File: config.mk
export PLATFORM = sky130hd
export DESIGN_NAME = nioshello_pio_edge_ext
export DESIGN_NICKNAME = d
export VERILOG_FILES = /design/src/rtl/nioshello_pio_edge_ext.sv
export SDC_FILE = /design/constraint.sdc
export NUM_CORES = 1
export LEC_CHECK = 0
export BUFFER_PORTS_ARGS = -buffer_cell sky130_fd_sc_hd__buf_2
export CORE_UTILIZATION = 39
export CTS_BUF_LIST = sky130_fd_sc_hd__clkbuf_4 sky130_fd_sc_hd__clkbuf_8 sky130_fd_sc_hd__clkbuf_16
export CTS_CLUSTER_SIZE = 12
export DETAILED_ROUTE_END_ITERATION = 7
export PLACE_DENSITY = 0.65
export REMOVE_ABC_BUFFERS = 1
export SLEW_MARGIN = 20
export SYNTH_ARGS = -nofsm -noshare
export SYNTH_HDL_FRONTEND = slang
export SYNTH_SLANG_ARGS = --single-unit
File: constraint.sdc
create_clock -name clk -period 2 [get_ports clk]
set_input_delay 0.2 -clock clk [delete_from_list [all_inputs] [get_ports clk]]
set_output_delay 0.2 -clock clk [all_outputs]
set_load 0.005 [all_outputs]
File: src/rtl/nioshello_pio_edge_ext.sv
// Avalon-MM parallel I/O port: synchronised inputs, edge capture with W1C, output set/clear aliases, level IRQ.
// Optional per-bit input debounce is built when PIO_DEBOUNCE_EN is defined.
`timescale 1ns/1ps
module nioshello_pio_edge_ext #(
    parameter int               WIDTH           = 8,
    parameter int               SYNC_STAGES     = 2,
    parameter int               EDGE_TYPE       = 0,
    parameter logic [WIDTH-1:0] OUT_RESET       = '0,
    parameter int               DEBOUNCE_CYCLES = 16
) (
    input  logic             clk,
    input  logic             reset,
    input  logic [2:0]       address,
    input  logic             chipselect,
    input  logic             write_n,
    input  logic [31:0]      writedata,
    output logic [31:0]      readdata,
    output logic             irq,
    input  logic [WIDTH-1:0] in_port,
    output logic [WIDTH-1:0] out_port
);

    localparam logic [2:0] ADDR_DATA     = 3'd0;
    localparam logic [2:0] ADDR_OUTREG   = 3'd1;
    localparam logic [2:0] ADDR_IRQ_MASK = 3'd2;
    localparam logic [2:0] ADDR_EDGE_CAP = 3'd3;
    localparam logic [2:0] ADDR_OUTSET   = 3'd4;
    localparam logic [2:0] ADDR_OUTCLR   = 3'd5;

    logic             wr;
    logic [WIDTH-1:0] wdata;
    logic             unused_wdata;
    logic [WIDTH-1:0] sync_q [SYNC_STAGES];
    logic [WIDTH-1:0] sync;
    logic [WIDTH-1:0] filt;
    logic [WIDTH-1:0] prev;
    logic [WIDTH-1:0] edge_det;
    logic [WIDTH-1:0] edge_cap;
    logic [WIDTH-1:0] irq_mask;
    logic [WIDTH-1:0] clr_bits;
    logic [31:0]      rd_mux;

    assign wr           = chipselect & ~write_n;
    assign wdata        = writedata[WIDTH-1:0];
    assign unused_wdata = ^writedata;

    always_ff @(posedge clk) begin
        if (reset) begin
            for (int i = 0; i < SYNC_STAGES; i++) sync_q[i] <= '0;
        end else begin
            sync_q[0] <= in_port;
            for (int i = 1; i < SYNC_STAGES; i++) sync_q[i] <= sync_q[i-1];
        end
    end

    assign sync = sync_q[SYNC_STAGES-1];

`ifdef PIO_DEBOUNCE_EN
    localparam logic [15:0] DB_LAST = 16'(DEBOUNCE_CYCLES - 1);

    logic [15:0]      db_cnt [WIDTH];
    logic [WIDTH-1:0] stable;

    // A bit only moves once sync has disagreed with it for DEBOUNCE_CYCLES straight cycles.
    always_ff @(posedge clk) begin
        if (reset) begin
            for (int i = 0; i < WIDTH; i++) db_cnt[i] <= '0;
            stable <= '0;
        end else begin
            for (int i = 0; i < WIDTH; i++) begin
                if (sync[i] == stable[i]) begin
                    db_cnt[i] <= '0;
                end else if (db_cnt[i] == DB_LAST) begin
                    stable[i] <= sync[i];
                    db_cnt[i] <= '0;
                end else begin
                    db_cnt[i] <= db_cnt[i] + 16'd1;
                end
            end
        end
    end

    assign filt = stable;
`else
    assign filt = sync;
`endif

    always_comb begin
        if (EDGE_TYPE == 1)
            edge_det = filt & ~prev;
        else if (EDGE_TYPE == 2)
            edge_det = ~filt & prev;
        else
            edge_det = filt ^ prev;
    end

    assign clr_bits = (wr && address == ADDR_EDGE_CAP) ? wdata : '0;

    always_comb begin
        rd_mux = '0;
        case (address)
            ADDR_DATA:     rd_mux[WIDTH-1:0] = filt;
            ADDR_OUTREG:   rd_mux[WIDTH-1:0] = out_port;
            ADDR_IRQ_MASK: rd_mux[WIDTH-1:0] = irq_mask;
            ADDR_EDGE_CAP: rd_mux[WIDTH-1:0] = edge_cap;
            default:       rd_mux = '0;
        endcase
    end

    always_ff @(posedge clk) begin
        if (reset) begin
            prev     <= '0;
            edge_cap <= '0;
            irq_mask <= '0;
            out_port <= OUT_RESET;
            irq      <= 1'b0;
            readdata <= '0;
        end else begin
            prev     <= filt;
            // A fresh edge wins over a same-cycle W1C so no event is ever lost.
            edge_cap <= edge_det | (edge_cap & ~clr_bits);
            irq      <= |(edge_cap & irq_mask);
            readdata <= rd_mux;
            if (wr) begin
                case (address)
                    ADDR_DATA, ADDR_OUTREG: out_port <= wdata;
                    ADDR_IRQ_MASK:          irq_mask <= wdata;
                    ADDR_OUTSET:            out_port <= out_port | wdata;
                    ADDR_OUTCLR:            out_port <= out_port & ~wdata;
                    default:                ;
                endcase
            end
        end
    end

endmodule

Yosys cells after proc, flatten, opt, wreduce, memory -nomap -nowiden --
Memories as Yosys holds them, arrays and structs flattened. Index checks and enable logic that the tools add are counted.
Operators by class: reductions and logical operators 7, equal/unequal tests 5, mux-type cells 8, bitwise logic cells 12
Operator list (number):
- $pmux W8 S4 | 1
- $and A8 B8 Y8 | 3
- $mux W8 | 3
- $pmux W8 S3 | 1
- $not A8 Y8 | 2
- $or A8 B8 Y8 | 2
- $reduce_or A8 Y1 | 1
- $xor A8 B8 Y8 | 1
- $eq A3 B2 Y1 const B | 2
- $eq A3 B3 Y1 const B | 2
- $reduce_and A2 Y1 | 2
- $eq A3 B1 Y1 const B | 1
- $logic_not A3 Y1 | 1
- $mux W1 | 3
- $reduce_bool A3 Y1 | 1
- $or A1 B1 Y1 | 2
- $reduce_or A2 Y1 | 1
- $and A1 B1 Y1 | 1
- $logic_and A1 B1 Y1 | 1
- $not A1 Y1 | 1
Word-level totals: memories kept 1, register bits after elaboration 65, bits in writable memories 16
Memory list:
- sync_q | words 2, bits a word 8, rd ports 2, clocked after Yosys merged registers in 0, write ports 2, RTL line 33 | logic [WIDTH-1:0] sync_q [SYNC_STAGES];

Depth between registers and ports, before layout --
Gate-level depths: netlist of run 1.
word-level depth 7, gate-level depth with buffers 5

Worst setup path after synthesis of run 1 --
No wires, ideal clock.
path kind input to register, from in address[1], to reg out_port[0], stages 4, path slack 0.541 ns, arrival 1.342 ns, data required time 1.883 ns, buffers on the path 1, path through or3b_2 clkbuf_1 mux2_2 a32o_1
Between the ends: word-level cells in the longest chain between the ends 4, elaborated cells between the ends (all ways) 8, classes of those cells 3 x eq/ne; 1 x mux; 4 x reduce/logical
RTL lines:
- start: declaration | RTL line 13 | input logic [2:0] address,
- $eq A3 B1 Y1 or $logic_not A3 Y1 (tied branches) | RTL line 125 | case (address)
- $reduce_or A2 Y1 | RTL line 125
- $reduce_bool A3 Y1 (no line)
- $reduce_and A2 Y1 (no line)
- end signal: assignment | RTL line 126 | ADDR_DATA, ADDR_OUTREG: out_port <= wdata;
- end signal: assignment | RTL line 128 | ADDR_OUTSET: out_port <= out_port | wdata;
- end signal: assignment | RTL line 129 | ADDR_OUTCLR: out_port <= out_port & ~wdata;
- end: declaration | RTL line 20 | output logic [WIDTH-1:0] out_port
Parallel ways exist; a longest one is shown, timed or not. A chain may end at the register's enable or synchronous reset.

Worst setup path after layout of run 1 --
from in address[2], to reg out_port[0]
Same word-level chain as after synthesis.

==> results of run 1 <==
-- final cells by class --
class / instances / area (um2)
inverters: 2 / 7.507
flip-flops and latches: 57 / 1141
repair buffers: 43 / 225.2
clock buffers: 13 / 178.9
clock inverters: 2 / 35.03
fillers: 606 / 3139
well taps: 75 / 93.84
multi-input cells: 164 / 1100
-- cell families (layout without fill, tap and decap cells) --
| logic type | Yosys count | count (layout) | share of synthesized area |
|---|---|---|---|
| multiplexers | 28 | 28 | 0.1254 |
| buffers and inverters | 39 | 60 | 0.1003 |
| XOR/XNOR | 8 | 8 | 0.02926 |
| other | 1 | 24 | 0.001566 |
| flip-flops | 57 | 57 | 0.4765 |
| AND/OR/NAND/NOR | 64 | 64 | 0.1494 |
| AO/OA/AOI/OAI | 40 | 40 | 0.1176 |
-- synthesized netlist by cell type --
cell type  number  share of area
dfxtp_1        57           0.48
buf_4          24          0.075
nor2b_1        24          0.063
nand2_1        23          0.036
mux2i_1        21          0.088
a21oi_1         9          0.019
clkbuf_1        9          0.014
and2_1          8          0.021
o21ai_0         8          0.017
xnor2_1         8          0.029
o22ai_1         7          0.018
a32o_1          6          0.025
mux2_2          6          0.028
a22oi_1         4          0.013
buf_2           3         0.0063
inv_1           2         0.0031
a211o_1         1         0.0037
a211oi_4        1         0.0084
a41oi_1         1         0.0037
and4_1          1         0.0037
and4b_1         1         0.0042
buf_1           1         0.0016
conb_1          1         0.0016
mux4_2          1         0.0094
nand2b_1        1         0.0026
nand4bb_1       1         0.0047
nor2_1          1         0.0016
nor2_2          1         0.0026
o211ai_1        1         0.0031
o2bb2ai_1       1         0.0037
o41ai_1         1         0.0037
or2_2           1         0.0026
or3b_2          1         0.0037
or4b_1          1         0.0042
-- final timing paths --
check / start / end / slack [ns] / depth (start not counted)
min reg2reg: sync_q[0][7] / sync_q[0][15] / 0.44 / 1
min: in_port[2] / sync_q[0][2] / 0.07 / 2
max reg2reg: edge_cap[5] / readdata[5] / 0.95 / 2
max: address[2] / out_port[0] / 0.62 / 4
-- power by group through the flow --
stage	combinational (mW)	sequential, mW	clock, mW
floorplan	0.0979	1.22	0
global placement	0.181	1.22	0
detailed placement	0.183	1.22	0
CTS	0.184	1.20	1.16
global route	0.205	1.20	1.21
finish	0.183	1.20	1.13
-- sequential cells by signal, summed over array words and instances (netlist names) --
signal and cells:
edge_cap 8, irq_mask 8, sync_q 16, readdata 8
irq 1, prev 8, out_port 8
-- layer usage --
metal	share of wire	vias to the layer above	routed length, um
li1	-	852	-
met1	0.48	778	2191
met2	0.44	49	2007
met3	0.053	12	243
met4	0.029	0	131
met5	0	-	0
-- worst register-to-register path, stage by stage (launching register included) --
cell     delay [ns]
dfxtp_1        0.33
mux4_2         0.46
and2_1         0.17
==> run_results.csv, run 1 <==
group,metric,value,unit
sta,period_needed,1.383,ns
clock_network,hold_buffers,0,
final_layout,drive_gt1_frac,0.2456,
clock_network,cts-buffers-inserted,9,
final_layout,area_growth,16.14,%
sta,finClkSkew,0.005604,ns
run,cap_violations,0,
clock_network,cts_tree,"done",
clock_network,cts_setup_buffers,0,
clock_network,cts.clk_slew.worst_paths,0.06,ns
synthesis,syn_inst,237,
route,first_iter_violations,71,
die,die_area,6458,um2
route,dr.pass1.iters,4,
place,place_hpwl,3130,um
clock_network,cts_root_buf,"clkbuf_8",
grt,grt_pass1_wl,7307,um
worst_setup_path,crit_path_end_kind,"flip-flop",
final_layout,n_antenna_cell,0,
worst_hold_path,hp-class,"in2reg",
synthesis,ys_types,34,
die,die_h,80.36,um
die,pin_count,88,
worst_setup_path,cp_slowest_cell,"or4b_1",
power,pwr-share-seq,0.477,
grt,antenna_found_initial,0,
final_layout,layout_common_cells,"57 x dfxtp_1, 39 x buf_2, 24 x nor2b_1, 24 x conb_1, 23 x nand2_1",
synthesis,ys_ff_latch,57,
die,coreArea,5921,um2
sta,worstMarginPinSlew,0.6926,ns
grt,overflow,0,
power,finalPower,2.514,mW
sta,hold_viol_final,0,
route,drc,0,
route,vias_per_cell,4.750,
sta,finalSetupViolCount,0,
power,switching_share,0.2205,
grt,use_met3,0.05000,
synthesis,yosysWarningCount,0,
place,port_buffers,39,
synthesis,syn_area,2395,um2
clock_network,cts_resized,0,
clock_network,clock_path_buffers,2,
final_layout,final_common_cell,"dfxtp_1",
power,p_clk_frac,0.450,
synthesis,seq_area_frac_synth,0.4765,
power,p_per_area,903.7,nW/um2
final_layout,postLayoutCoreUtil,0.4698,
sta,worst_hold_slack,0.06827,ns
power,vdd.ir_drop.worst,0.3122,mV
clock_network,cts_sinks,57,
grt,grt_max_degree,28,
die,start_util,0.4045,
final_layout,finalNetCount,324,
power,switchingPower,0.5542,mW
sta,fin_crit_sh,0.6915,
sta,max_freq,723.0,MHz
place,dp_cells,341,
worst_setup_path,crit_chain,"buf_2, or4b_1, mux2_2, a32o_1",
grt,grt_pass1_vias,1501,
worst_setup_path,crit_family,"simple AND/OR/NAND/NOR gates",
place,dp_slack,0.2578,ns
die,rows,28,
run_status,outcome,"completed",
sta,tns,0,ns
route,via_count,1691,
route,ant_nets,0,
sta,setup_slack,0.6170,ns
sta,rsz0062_at_grt,"false",
power,share_comb_of_total_power,0.073,
route,wire_per_inst,12.85,um
final_layout,final_cells,356,
die,die_w,80.36,um
synthesis,avgSynthCellArea,10.10,um2
place,place.gp.congestion,0.7672,
worst_setup_path,path_buf_inv,1,
worst_setup_path,crit_type,"in2reg",
grt,grtUsageTotal,0.1593,
grt,grt.busiest_layer,"met2",
sta,slew_headroom,0.5383,
worst_setup_path,start_kind,"input pin",
worst_setup_path,worstPathRequired,2.22,ns
route,wl,4573,um
clock_network,clock_latency,0.33,ns
grt,grt_util_met2,0.2271,
worst_setup_path,slowest_delay,0.68,ns
clock_network,h-tree-depth,3,
worst_setup_path,critPathMaxFanout,7,
power,p_int,1.960,mW
worst_setup_path,arrival,1.61,ns
final_layout,finalInstanceArea,2781,um2
place,placed_area,2567,um2
grt,gr-usage-met1,0.2018,
sta,final_max_slew_viol_count,0,
power,p_leak,1.175,nW
Power figures use the tool's default switching activity.
==> run 2: changes to the inputs <==
Settings changed: PLACE_DENSITY 0.65 to 0.68.
Clock period 2 ns to 1.2 ns, I/O delays scaled along.
==> run 2 against run 1 <==
Effect of this change:
- final area is 6.6% higher
- final cell count grew 6.5%
- register-to-register slack got worse by 0.81 ns
- combinational power grew 95%
- via count rose by 4.7%
- clock power grew 50%
- clock skew decreased by 0.0016 ns
- global-route usage increased by 1.0 points
- sequential power is 67% higher
- total power increased by 61%
- largest power group unchanged
- highest routed layer unchanged
==> run_results.csv, run 2 (synthesis results as in run 1) <==
group,metric,value,unit
run_status,outcome,"completed",
clock_network,h-tree-depth,3,
final_layout,layout_common_cells,"57 x dfxtp_1, 39 x buf_2, 24 x nor2b_1, 24 x conb_1, 23 x nand2_1",
route,wire_per_inst,12.89,um
sta,finalSetupViolCount,0,
die,die_w,80.36,um
final_layout,final_cells,379,
clock_network,cts_sinks,57,
die,die_h,80.36,um
power,p_leak,1.278,nW
die,pin_count,88,
worst_hold_path,hp-class,"in2reg",
final_layout,drive_gt1_frac,0.2796,
route,drc,0,
final_layout,finalNetCount,346,
sta,period_needed,1.170,ns
sta,rsz0062_at_grt,"false",
grt,grt_pass1_vias,1571,
final_layout,fillerInstances,582,
die,coreArea,5921,um2
final_layout,seq_area,1141,um2
clock_network,cts_setup_buffers,0,
route,ant_nets,0,
final_layout,largest_register_ff_count,16,
route,first_iter_violations,93,
clock_network,cts-buffers-inserted,9,
clock_network,cts_root_buf,"clkbuf_8",
power,p_per_area,1368,nW/um2
sta,finClkSkew,0.003967,ns
clock_network,clock_path_buffers,2,
worst_setup_path,arrival,1.39,ns
grt,grt_pass1_wl,7803,um
clock_network,cts_tree,"done",
worst_setup_path,crit_type,"in2reg",
grt,grtUsageTotal,0.1693,
place,place.gp.congestion,0.7601,
route,vias_per_cell,4.670,
grt,antenna_found_initial,0,
place,place_hpwl,3616,um
grt,grt_max_degree,14,
final_layout,largest-register,"sync_q",
place,port_buffers,39,
final_layout,n_antenna_cell,0,
worst_setup_path,crit_path_end_kind,"flip-flop",
place,dp_cells,355,
final_layout,multi_input_area,1104,um2
sta,max_freq,854.9,MHz
final_layout,area_growth,23.82,%
clock_network,cts.clk_slew.worst_paths,0.06,ns
final_layout,final_common_cell,"dfxtp_1",
route,via_count,1770,
sta,final_max_slew_viol_count,0,
worst_setup_path,critPathMaxFanout,9,
sta,hold_viol_final,0,
route,wl,4886,um
worst_setup_path,worstPathRequired,1.42,ns
worst_setup_path,start_kind,"input pin",
run,cap_violations,0,
final_layout,postLayoutCoreUtil,0.5008,
clock_network,clock_latency,0.33,ns
die,start_util,0.4045,
power,vdd.ir_drop.worst,0.5675,mV
sta,fin_crit_sh,0.9748,
route,dr.pass1.iters,4,
die,rows,28,
grt,overflow,0,
power,finalPower,4.057,mW
die,die_area,6458,um2
run 2: cell types whose count changed in the layout (fill, tap and decap cells not counted), sizes merged:
| cell | before | now |
|---|---|---|
| bufinv | 1 | 0 |
| buf | 43 | 57 |
| clkinv | 1 | 2 |
| dlygate4sd3 | 0 | 8 |
| clkbuf | 13 | 14 |
run 2: worst max-delay path, cell delays in order:
cell and delay [ns]:
buf_2 0.11, or3b_2 0.59, mux2_2 0.32, a32o_1 0.26
run 2: per-layer routing:
metal,wire length (um),vias to the layer above,track usage,part of all wire
met4,119,0,0.09643,0.024
met1,2322,819,0.2099,0.48
met3,254,11,0.05000,0.052
met5,0,-,0,0
met2,2189,50,0.2593,0.45
li1,-,890,-,-
run 2: worst paths after layout:
| kind | start | endpoint | slack, ns | cells after the start |
|---|---|---|---|---|
| setup / recovery | address[1] | out_port[4] | 0.03 | 4 |
| hold / removal | writedata[3] | out_port[3] | 0.02 | 2 |
| setup reg to reg | edge_cap[5] | readdata[5] | 0.14 | 2 |
| hold reg to reg | sync_q[0][1] | sync_q[0][9] | 0.44 | 1 |
run 2: power breakdown:
part / internal [mW] / switching [mW] / leakage [nW] / total (mW)
Sequential: 1.96 / 0.0428 / 0.465 / 2.00
Clock: 0.991 / 0.706 / 0.106 / 1.70
Combinational: 0.178 / 0.179 / 0.707 / 0.357
run 2: final cells by class:
type | count | area share
clock inverters | 2 | 0.003376
repair buffers | 65 | 0.1426
well taps | 75 | 0.03165
flip-flops and latches | 57 | 0.3848
clock buffers | 14 | 0.06287
multi-input cells | 164 | 0.3722
inverters | 2 | 0.002532
run 2: metrics by stage:
step / worst slack, ns / TNS (ns) / area [um2] / hold WS (ns)
2_1_floorplan: -0.1530 / -1.027 / 2248 / 0.1891
3_3_place_gp: -0.3524 / -3.625 / 2685 / 0.3272
3_5_place_dp: -0.3820 / -3.428 / 2685 / 0.3337
4_1_cts: 0.05958 / 0 / 2965 / 0.003009
5_1_grt: 0.01633 / 0 / 2965 / 0.02137
6_report: 0.03023 / 0 / 2965 / 0.02062
run 2: what timing repair did:
action | 4_1_cts | 5_1_grt
hold buffers | 8 | 0
endpoints found under the hold margin | 8 | 0
resized for setup | 1 | 0
endpoints found under the setup margin | 6 | 0
